==> config.mk <==
export PLATFORM = sky130hd
export DESIGN_NAME = uart_rx_param
export DESIGN_NICKNAME = d
export VERILOG_FILES = /design/src/rtl/uart_rx_param.sv
export SDC_FILE = /design/constraint.sdc
export NUM_CORES = 1
export LEC_CHECK = 0
export ABC_AREA = 0
export CAP_MARGIN = 20
export CELL_PAD_IN_SITES_DETAIL_PLACEMENT = 1
export CELL_PAD_IN_SITES_GLOBAL_PLACEMENT = 2
export CORE_UTILIZATION = 39
export CTS_CLUSTER_DIAMETER = 80
export CTS_CLUSTER_SIZE = 25
export DETAILED_ROUTE_END_ITERATION = 12
export PLACE_DENSITY_LB_ADDON = 0.1
export SYNTH_ARGS = -nofsm -noshare
export SYNTH_HDL_FRONTEND = slang
export SYNTH_SLANG_ARGS = --single-unit
==> constraint.sdc <==
create_clock -name clk_fpga -period 2.3 [get_ports clk_fpga]
set_input_delay 0.575 -clock clk_fpga [delete_from_list [all_inputs] [get_ports clk_fpga]]
set_output_delay 0.575 -clock clk_fpga [all_outputs]
set_load 0.01 [all_outputs]
==> src/rtl/uart_rx_param.sv <==
// rtl/uart_rx_param.sv - parametrised oversampling UART receiver with false-start and framing checks
// Optional parity bit after the data: define UART_RX_PARITY_EN.
module uart_rx_param #(
  parameter int CLK_FREQ   = 50000000,
  parameter int BAUD_RATE  = 9600,
  parameter int OVERSAMPLE = 16,
  parameter int DATA_BITS  = 8,
  parameter int STOP_BITS  = 1,
  parameter int PARITY_ODD = 0
) (
  input  logic                 clk_fpga,
  input  logic                 reset,
  input  logic                 rxd,
  output logic [DATA_BITS-1:0] rx_data,
  output logic                 rx_valid,
  output logic                 frame_err,
  output logic                 parity_err,
  output logic                 busy
);

  localparam int DIV_RAW = CLK_FREQ / (BAUD_RATE * OVERSAMPLE);
  localparam int DIV     = (DIV_RAW < 1) ? 1 : DIV_RAW;
  localparam int DCW     = (DIV > 1) ? $clog2(DIV) : 1;
  localparam int SCW     = $clog2(OVERSAMPLE);
  localparam int BCW     = $clog2(DATA_BITS + 1);

  localparam logic [DCW-1:0] DIV_LAST     = DCW'(DIV - 1);
  localparam logic [SCW-1:0] SC_MID       = SCW'(OVERSAMPLE / 2 - 1);
  localparam logic [SCW-1:0] SC_LAST      = SCW'(OVERSAMPLE - 1);
  localparam logic [BCW-1:0] BC_DATA_LAST = BCW'(DATA_BITS - 1);
  localparam logic [BCW-1:0] BC_STOP_LAST = BCW'(STOP_BITS - 1);

  if (OVERSAMPLE < 4 || (OVERSAMPLE % 2) != 0 || DATA_BITS < 5 || DATA_BITS > 9 ||
      STOP_BITS < 1 || STOP_BITS > 2 || PARITY_ODD < 0 || PARITY_ODD > 1) begin : g_param_check
    $error("uart_rx_param: unsupported parameter combination");
  end

`ifdef UART_RX_PARITY_EN
  localparam logic PAR_ODD_BIT = (PARITY_ODD != 0);
  typedef enum logic [2:0] {S_IDLE, S_START, S_DATA, S_PARITY, S_STOP} state_t;
`else
  typedef enum logic [1:0] {S_IDLE, S_START, S_DATA, S_STOP} state_t;
`endif

  // Two-flop synchroniser; idles high so reset does not look like a start bit.
  logic rxd_m, rxd_s;
  always_ff @(posedge clk_fpga or posedge reset) begin
    if (reset) begin
      rxd_m <= 1'b1;
      rxd_s <= 1'b1;
    end else begin
      rxd_m <= rxd;
      rxd_s <= rxd_m;
    end
  end

  logic [DCW-1:0] div_cnt;
  logic           tick;
  assign tick = (div_cnt == DIV_LAST);

  always_ff @(posedge clk_fpga or posedge reset) begin
    if (reset)     div_cnt <= '0;
    else if (tick) div_cnt <= '0;
    else           div_cnt <= div_cnt + DCW'(1);
  end

  state_t               state, state_n;
  logic [SCW-1:0]       sample_cnt, sample_n;
  logic [BCW-1:0]       bit_cnt, bit_n;
  logic [DATA_BITS-1:0] shreg, shreg_n;
  logic                 stop_low, stop_low_n;
  logic                 armed, armed_n;
  logic [DATA_BITS-1:0] data_n;
  logic                 valid_n, ferr_n, perr_n;
  logic                 sample_last;
`ifdef UART_RX_PARITY_EN
  logic                 par_bad, par_bad_n;
`endif

  always_ff @(posedge clk_fpga or posedge reset) begin
    if (reset) begin
      state      <= S_IDLE;
      sample_cnt <= '0;
      bit_cnt    <= '0;
      shreg      <= '0;
      stop_low   <= 1'b0;
      armed      <= 1'b1;
      rx_data    <= '0;
      rx_valid   <= 1'b0;
      frame_err  <= 1'b0;
      parity_err <= 1'b0;
`ifdef UART_RX_PARITY_EN
      par_bad    <= 1'b0;
`endif
    end else begin
      state      <= state_n;
      sample_cnt <= sample_n;
      bit_cnt    <= bit_n;
      shreg      <= shreg_n;
      stop_low   <= stop_low_n;
      armed      <= armed_n;
      rx_data    <= data_n;
      rx_valid   <= valid_n;
      frame_err  <= ferr_n;
      parity_err <= perr_n;
`ifdef UART_RX_PARITY_EN
      par_bad    <= par_bad_n;
`endif
    end
  end

  always_comb begin
    state_n     = state;
    sample_n    = sample_cnt;
    bit_n       = bit_cnt;
    shreg_n     = shreg;
    stop_low_n  = stop_low;
    armed_n     = armed;
    data_n      = rx_data;
    valid_n     = 1'b0;
    ferr_n      = frame_err;
    perr_n      = parity_err;
`ifdef UART_RX_PARITY_EN
    par_bad_n   = par_bad;
`endif
    sample_last = (sample_cnt == SC_LAST);

    if (tick) begin
      unique case (state)
        S_IDLE: begin
          // After a framing error the line must be seen high before a new start is trusted.
          if (rxd_s) begin
            armed_n = 1'b1;
          end else if (armed) begin
            state_n  = S_START;
            sample_n = '0;
          end
        end

        S_START: begin
          if (sample_cnt == SC_MID) begin
            sample_n = '0;
            if (rxd_s) begin
              state_n = S_IDLE;
            end else begin
              state_n = S_DATA;
              bit_n   = '0;
            end
          end else begin
            sample_n = sample_cnt + SCW'(1);
          end
        end

        S_DATA: begin
          if (sample_last) begin
            sample_n = '0;
            shreg_n  = {rxd_s, shreg[DATA_BITS-1:1]};
            if (bit_cnt == BC_DATA_LAST) begin
              bit_n      = '0;
              stop_low_n = 1'b0;
`ifdef UART_RX_PARITY_EN
              state_n    = S_PARITY;
`else
              state_n    = S_STOP;
`endif
            end else begin
              bit_n = bit_cnt + BCW'(1);
            end
          end else begin
            sample_n = sample_cnt + SCW'(1);
          end
        end

`ifdef UART_RX_PARITY_EN
        S_PARITY: begin
          if (sample_last) begin
            sample_n  = '0;
            par_bad_n = (^shreg) ^ rxd_s ^ PAR_ODD_BIT;
            state_n   = S_STOP;
          end else begin
            sample_n = sample_cnt + SCW'(1);
          end
        end
`endif

        S_STOP: begin
          if (sample_last) begin
            sample_n = '0;
            if (bit_cnt == BC_STOP_LAST) begin
              state_n = S_IDLE;
              valid_n = 1'b1;
              data_n  = shreg;
              ferr_n  = stop_low | ~rxd_s;
              armed_n = ~(stop_low | ~rxd_s);
`ifdef UART_RX_PARITY_EN
              perr_n  = par_bad;
`else
              perr_n  = 1'b0;
`endif
            end else begin
              bit_n      = bit_cnt + BCW'(1);
              stop_low_n = stop_low | ~rxd_s;
            end
          end else begin
            sample_n = sample_cnt + SCW'(1);
          end
        end

        default: state_n = S_IDLE;
      endcase
    end
  end

  assign busy = (state != S_IDLE);

endmodule

## Word-level counts from Yosys, hierarchy flattened

Cells that the tools add are included.

| storage, ports and cells | value |
|---|---|
| logic and storage cells | 84 |
| input bits | 3 |
| output and inout bits | 12 |
| bits in registers | 41 |

| cells by class | value |
|---|---|
| equality and inequality tests | 17 |
| $add $sub $neg | 3 |
| muxes and demuxes | 35 |
| reductions and logical operators | 14 |
| bitwise gates (word level) | 3 |

Operators with widths:

| cell | count |
|---|---|
| $mux W4 | 10 |
| $pmux W4 S3 | 2 |
| $ne A2 B2 Y1 const B | 10 |
| $mux W2 | 8 |
| $mux W1 | 11 |
| $add A9 B1 Y9 const B | 1 |
| $eq A9 B9 Y1 const B | 1 |
| $mux W9 | 1 |
| $add A4 B1 Y4 const B | 2 |
| $eq A4 B3 Y1 const B | 2 |
| $pmux W2 S4 | 1 |
| $reduce_and A8 Y1 | 1 |
| $reduce_and A7 Y1 | 1 |
| $reduce_and A3 Y1 | 2 |
| $reduce_and A6 Y1 | 1 |
| $reduce_bool A2 Y1 | 3 |
| $reduce_and A5 Y1 | 1 |
| $eq A2 B2 Y1 const B | 2 |
| $eq A4 B4 Y1 const B | 1 |
| $logic_not A4 Y1 | 1 |
| $pmux W1 S2 | 2 |
| $reduce_and A4 Y1 | 1 |
| $reduce_bool A3 Y1 | 1 |
| $eq A2 B1 Y1 const B | 1 |
| 4 further kinds | 5 |

## Longest topological paths before layout

Gate-level depths: netlist of run 1.

| logic depth | value |
|---|---|
| depth in word-level cells | 6 |
| gate-level depth with buffers | 7 |
| depth with buffers taken out | 6 |

## Least setup slack after synthesis of run 1

OpenSTA, ideal clock, no wires.

| timing | value |
|---|---|
| kind | reg2reg |
| start | register bit_cnt[0] |
| end | register with a tool-made name |
| library setup time | 125 ps |
| data required time | 2175 ps |
| stages on the path, launching flop included | 7 |
| clock period less this slack | 1713 ps |
| arrival | 1589 ps |
| setup slack | 587 ps |
| buffers on the path | 0 |
| path through | dfrtp_1 -> inv_1 -> ha_1 -> nor3b_2 -> a21oi_1 -> nor4_1 -> mux2_2 |

RTL lines:

| element | RTL line | RTL |
|---|---|---|
| from (decl) | 69 | `logic [BCW-1:0] bit_cnt, bit_n;` |
| from (signal assigned) | 98 | `bit_cnt <= bit_n;` |

## Worst setup path in the final report of run 1

| timing | value |
|---|---|
| start | register state[0] |
| end | output port busy |

| on the way | value |
|---|---|
| longest elaborated chain between the ends | 1 |

Ends and longest elaborated chain:

| element | RTL line | RTL |
|---|---|---|
| from (decl) | 67 | `state_t state, state_n;` |
| from (signal assigned) | 96 | `state <= state_n;` |
| $reduce_bool A2 Y1 | 214 | `assign busy = (state != S_IDLE);` |
| to (decl) | 18 | `output logic busy` |

Every way passes these cells.

==> results.yml, run 1 <==
status:
  status: "finished clean"
setup_path:
  crit_chain: "nor2_1 > inv_1 > clkdlybuf4s50_1"
  worst_ep_required_time_ns: 1.73
  timing.critical_path.buf_inv: 2
  path_delay_family: "buffers and inverters"
  worstSetupPathType: "reg -> out"
  slowest_stage: "clkdlybuf4s50_1"
  critPathCaptureType: "primary output"
  cp.arrival_ns: 1.53
  critical-path-max-stage-delay_ns: 0.50
  start_kind: "flip-flop"
  cp_max_fo: 5
timing:
  final.setup.tns_ns: 0
  fin_ws_ns: 0.192
  fmax_ghz: 0.474
  hold_viol: 0
  rsz0062_at_grt: "false"
  finalCritPeriodShare_pct: 91.7
  clock_skew_ns: 0.00897
  report.final.slew_viol_count: 0
  final-setup-viol-count: 0
  fin_crit_ns: 2.11
synthesis:
  netlist_area_mm2: 0.00201
  synth_xor_xnor_area_share_pct: 3.48
  synth_top_family_by_area: "simple AND/OR/NAND/NOR gates"
  yosys.area_share.simple_pct: 18.3
  synth_seq_cells: 41
  synth_mux_area_share_pct: 12.6
  ys.flop_type: "dfrtp_1"
  synth_top_area_cell: "dfrtp_1"
  synth-edff-count: 0
  ys_top_cells_by_area: "dfrtp_1 47%, mux2_2 6.2%, mux2_4 6.0%"
  synth_fp_nets: 176
  ys_seq_area_share_pct: 51.1
  synth_compound_area_share_pct: 8.20
  yosysWarnings: 0
  synth-adder-area-share_pct: 3.11
  syn_inst: 168
  yosys.area.top_type_share_pct: 47.2
  ys_types: 47
  syn_avg_cell_area_um2: 12.0
  async_reset_ff_share_pct: 100
die:
  rows: 25
  io_pins: 15
  initial_core_util_pct: 41.5
  coreArea_mm2: 0.00485
  dieArea_mm2: 0.00545
  die_h_um: 73.8
  die_x_um: 73.8
final_layout:
  n_antenna_cell: 0
  utilization_pct: 48.9
  drive_above_1_share_pct: 24.3
  nNetsFinal: 196
  finalNonFillerCells: 256
  syn2layout_area_growth_pct: 17.7
  fin_area_mm2: 0.00237
global_routing:
  grt.total_usage_pct: 17.4
  grt_max_degree: 27
  grt_busiest_layer: "met2"
  grt_use_met1_pct: 23.1
  antenna_found_initial: 0
  first_global_vias: 1376
  grt_pass1_wl_um: 6980
  overflow: 0
  use_met2_pct: 27.9
  grt_use_met3_pct: 3.70
clock_network:
  cts_buffers: 5
  cts_buffer_depth: 2
  cts.htree.levels: 2
  cts_resized: 0
  clk_pin_slew_ns: 0.08
  cts_root_buffer: "clkbuf_8"
  tritoncts: "yes"
  cts.sinks: 41
  cts_hold_buf: 0
  insertion_delay_ns: 0.30
  post-cts-setup-buffer-count: 0
power_and_ir_drop:
  p_leak_nw: 1.06
  p_per_area_mw_per_mm2: 612
  ir_drop_mv: 0.300
placement:
  place.gp.congestion: 0.824
  dpl.cell_count: 248
  place_area_mm2: 0.00223
  place_hpwl_um: 2920
  port_buffers: 13
  dp_slack_ns: 0.415
flow_run:
  maxCapViolCount: 0
hold_path:
  min_path_type: "reg -> reg"
route:
  drt_wl_total_um: 4090
  via_per_inst: 5.23
  drc_errors: 0
  vias: 1340
  ant_nets: 0
  avgRoutedWirePerCell_um: 16.0
  drt_iter0_markers: 53
  dr.pass1.iters: 4
## state kept, by name (all words and copies together) (netlist names), named ones only
signal      count
state           1
rx_valid        1
rxd_s           1
armed           1
rxd_m           1
shreg           8
bit_cnt         4
stop_low        1
frame_err       1
sample_cnt      4
rx_data         8
div_cnt         9
## routing by layer
layer,vias to the layer above,part of all wire (%)
met5,-,0
met2,14,49
met4,0,1.3
li1,640,-
met1,682,48
met3,4,2.1
## final cells by class
cell class / instances / area (um^2)
repair buffers: 18 / 168
clock inverters: 3 / 68.8
fillers: 515 / 2480
clock buffers: 5 / 68.8
flip-flops and latches: 41 / 1030
multi-input cells: 115 / 923
inverters: 7 / 26.3
well taps: 67 / 83.8
## final timing paths
path	startpoint	endpoint	slack [ns]	cells past startpoint
worst max-delay path	state[0]$_DFFE_PP0P_	busy	0.19	3
worst min-delay path	rxd_m$_DFF_PP1_	rxd_s$_DFF_PP1_	0.37	0
worst max register to register	div_cnt[0]$_DFF_PP0_	shreg[0]$_DFFE_PP0P_	0.42	6
worst min register to register	rxd_m$_DFF_PP1_	rxd_s$_DFF_PP1_	0.37	0
max in group asynchronous	reset	rxd_m$_DFF_PP1_	1.34	3
min in group asynchronous	reset	div_cnt[2]$_DFF_PP0_	0.61	3
## cells in the mapped netlist, types with 2 or more instances
| master | count |
|---|---|
| or3_1 | 2 |
| nor2_1 | 10 |
| o211ai_1 | 4 |
| a31oi_1 | 2 |
| inv_1 | 7 |
| buf_2 | 3 |
| nor3_1 | 2 |
| ha_1 | 5 |
| mux2_4 | 8 |
| dfstp_2 | 3 |
| xnor2_1 | 4 |
| nand3b_1 | 4 |
| o31ai_1 | 4 |
| mux2_2 | 11 |
| a21oi_1 | 2 |
| nand2_1 | 5 |
| dfrtp_1 | 38 |
| nand2b_1 | 2 |
| and3_1 | 3 |
| o21ai_0 | 6 |
| xor2_1 | 4 |
| nor4_1 | 2 |
| nor2b_1 | 3 |
| and2_1 | 2 |
| nand3_1 | 10 |
## placed cells by master, fill, tap and decap left out, types with 2 or more instances in the layout
cell | netlist | final
o211ai_1 | 4 | 4
mux2_4 | 8 | 8
nand3_1 | 10 | 10
nor4_1 | 2 | 2
buf_4 | 1 | 5
nor3_1 | 2 | 2
nor2_1 | 10 | 10
clkdlybuf4s50_1 | 0 | 13
bufinv_16 | 0 | 2
and2_1 | 2 | 2
dfstp_2 | 3 | 3
nor2b_1 | 3 | 3
xor2_1 | 4 | 4
o21ai_0 | 6 | 6
or3_1 | 2 | 2
dfrtp_1 | 38 | 38
clkbuf_8 | 0 | 5
and3_1 | 3 | 3
nand2b_1 | 2 | 2
inv_1 | 7 | 7
mux2_2 | 11 | 11
ha_1 | 5 | 5
o31ai_1 | 4 | 4
nand3b_1 | 4 | 4
a31oi_1 | 2 | 2
nand2_1 | 5 | 5
xnor2_1 | 4 | 4
a21oi_1 | 2 | 2
## report_power, final
part	internal, mW	total (mW)	switching [mW]	leakage, nW
Sequential	0.723	0.726	0.00215	0.548
Clock	0.437	0.701	0.264	0.0687
Combinational	0.00659	0.0236	0.0171	0.443
## per-stage QoR
step                      power [mW]  hold slack [ns]
after floorplan                0.754            0.345
after global placement         0.764            0.348
after detailed placement       0.765            0.350
after CTS                       1.47            0.369
after global routing            1.50            0.369
final                           1.45            0.366
## kinds of logic (layout without fill, tap and decap cells)
family	after synthesis	count (layout)
AOI/OAI and AO/OA	24	24
xor gates and xnor gates	8	8
adders and majority gates	5	5
buffers and inverters	12	33
DFF	41	41
muxes	20	20
other	1	1
and+or+nand+nor	57	57
Power figures use the tool's default switching activity.
==> inputs of run 2 (changes only) <==
==> constraint.sdc (replaced) <==
create_clock -name clk_fpga -period 2.21 [get_ports clk_fpga]
set_input_delay 0.5525 -clock clk_fpga [delete_from_list [all_inputs] [get_ports clk_fpga]]
set_output_delay 0.5525 -clock clk_fpga [all_outputs]
set_load 0.01 [all_outputs]
==> results.yml, run 2 (synthesis gave the netlist of run 1 again) <==
timing:
  clock_skew_ns: 0.00549
  final-setup-viol-count: 0
  fin_ws_ns: 0.145
  finalCritPeriodShare_pct: 93.4
  final.setup.tns_ns: 0
  report.final.slew_viol_count: 0
  worst_pin_slew_ns: 0.513
  fmax_ghz: 0.484
  maxSlewHeadroom_pct: 65.7
  hold_viol: 0
  fin_crit_ns: 2.06
  rsz0062_at_grt: "false"
  whs_ns: 0.362
final_layout:
  nNetsFinal: 196
  utilization_pct: 48.5
  syn2layout_area_growth_pct: 16.9
  multi_input_area_um2: 926
  fin_area_mm2: 0.00235
  final_common_cell: "dfrtp_1"
  regMostFlops: "div_cnt"
  largest_reg_flops: 9
  n_antenna_cell: 0
  top_regs: "div_cnt (9), rx_data (8), shreg (8)"
  drive_above_1_share_pct: 24.9
  finalNonFillerCells: 256
  seqCellArea_mm2: 0.00103
  layout_common_cells: "38 x dfrtp_1, 13 x clkdlybuf4s50_1, 11 x mux2_2"
  num-fill-cells: 519
clock_network:
  cts.htree.levels: 2
  cts.sinks: 41
  cts_hold_buf: 0
  cts_buffers: 5
  clk_pin_slew_ns: 0.08
  cts_buffer_depth: 2
  cts_root_buffer: "clkbuf_8"
  tritoncts: "yes"
  insertion_delay_ns: 0.29
power_and_ir_drop:
  switching_power_uw: 280
  p_per_area_mw_per_mm2: 598
  swShare_pct: 19.9
  p_leak_nw: 1.05
  finalPower_mw: 1.41
  clkPwrFrac_pct: 44.6
  combPwrFrac_pct: 1.8
  ir_drop_mv: 0.264
  pwr-share-seq_pct: 53.6
  internal-power_mw: 1.13
placement:
  place_hpwl_um: 3050
  dp_slack_ns: 0.336
  dpl.cell_count: 248
  place.gp.congestion: 0.806
  place_area_mm2: 0.00223
  port_buffers: 13
route:
  via_per_inst: 5.33
  drt_iter0_markers: 68
  vias: 1365
  dr.pass1.iters: 4
  drc_errors: 0
  avgRoutedWirePerCell_um: 16.3
  drt_wl_total_um: 4170
  ant_nets: 0
global_routing:
  grt_max_degree: 27
  grt.total_usage_pct: 17.4
  first_global_vias: 1419
  antenna_found_initial: 0
  grt_pass1_wl_um: 7070
  overflow: 0
die:
  dieArea_mm2: 0.00545
  rows: 25
  die_x_um: 73.8
  initial_core_util_pct: 41.5
  io_pins: 15
  coreArea_mm2: 0.00485
  die_h_um: 73.8
setup_path:
  critPathCaptureType: "primary output"
  cp.arrival_ns: 1.51
  cp_max_fo: 5
  worst_ep_required_time_ns: 1.66
  start_kind: "flip-flop"
  worstSetupPathType: "reg -> out"
hold_path:
  min_path_type: "reg -> reg"
status:
  status: "finished clean"
flow_run:
  maxCapViolCount: 0
==> run 2: power groups by stage <==
stage	Clock, mW	Combinational, mW	Sequential, mW
after global placement	0	0.0250	0.770
final	0.628	0.0247	0.755
after CTS	0.649	0.0263	0.755
after floorplan	0	0.0153	0.769
after detailed placement	0	0.0262	0.770
after global routing	0.686	0.0288	0.755
==> run 2: final timing paths <==
check / depth (start not counted) / from / endpoint / slack (ns)
max in group asynchronous: 3 / reset / armed$_DFFE_PP1P_ / 1.26
worst min-delay path: 0 / rxd_m$_DFF_PP1_ / rxd_s$_DFF_PP1_ / 0.36
worst max register to register: 6 / div_cnt[0]$_DFF_PP0_ / shreg[4]$_DFFE_PP0P_ / 0.32
worst max-delay path: 3 / state[0]$_DFFE_PP0P_ / busy / 0.15
min in group asynchronous: 3 / reset / div_cnt[7]$_DFF_PP0_ / 0.60
worst min register to register: 0 / rxd_m$_DFF_PP1_ / rxd_s$_DFF_PP1_ / 0.36
==> run 2: final cells by class <==
type                            count  share of cell area [%]
Clock buffer                        6                    3.51
Clock inverter                      2                    1.59
Inverter                            7                    1.12
Multi-Input combinational cell    115                    39.3
Sequential cell                    41                    43.8
Tap cell                           67                    3.56
Timing Repair Buffer               18                    7.12
==> run 2: timing repair <==
item                                    4_1_cts  5_1_grt
buffers inserted                              0        0
gates resized for setup                       0        1
endpoints found under the setup margin        0        1
hold endpoints to repair                      0        0
==> run 2: critical path, stage by stage (launching register included) <==
cell and delay, ns:
dfrtp_1 0.39, nor2_2 0.18, inv_1 0.14, clkdlybuf4s50_1 0.51
==> run 2: metal layers <==
layer / vias to the layer above / global-route usage (%) / wire length [um]
met3: 5 / 3.70 / 123
met5: - / 0 / 0
met1: 701 / 23.0 / 1920
met4: 0 / 5.77 / 56
met2: 25 / 28.4 / 2070
li1: 634 / - / -
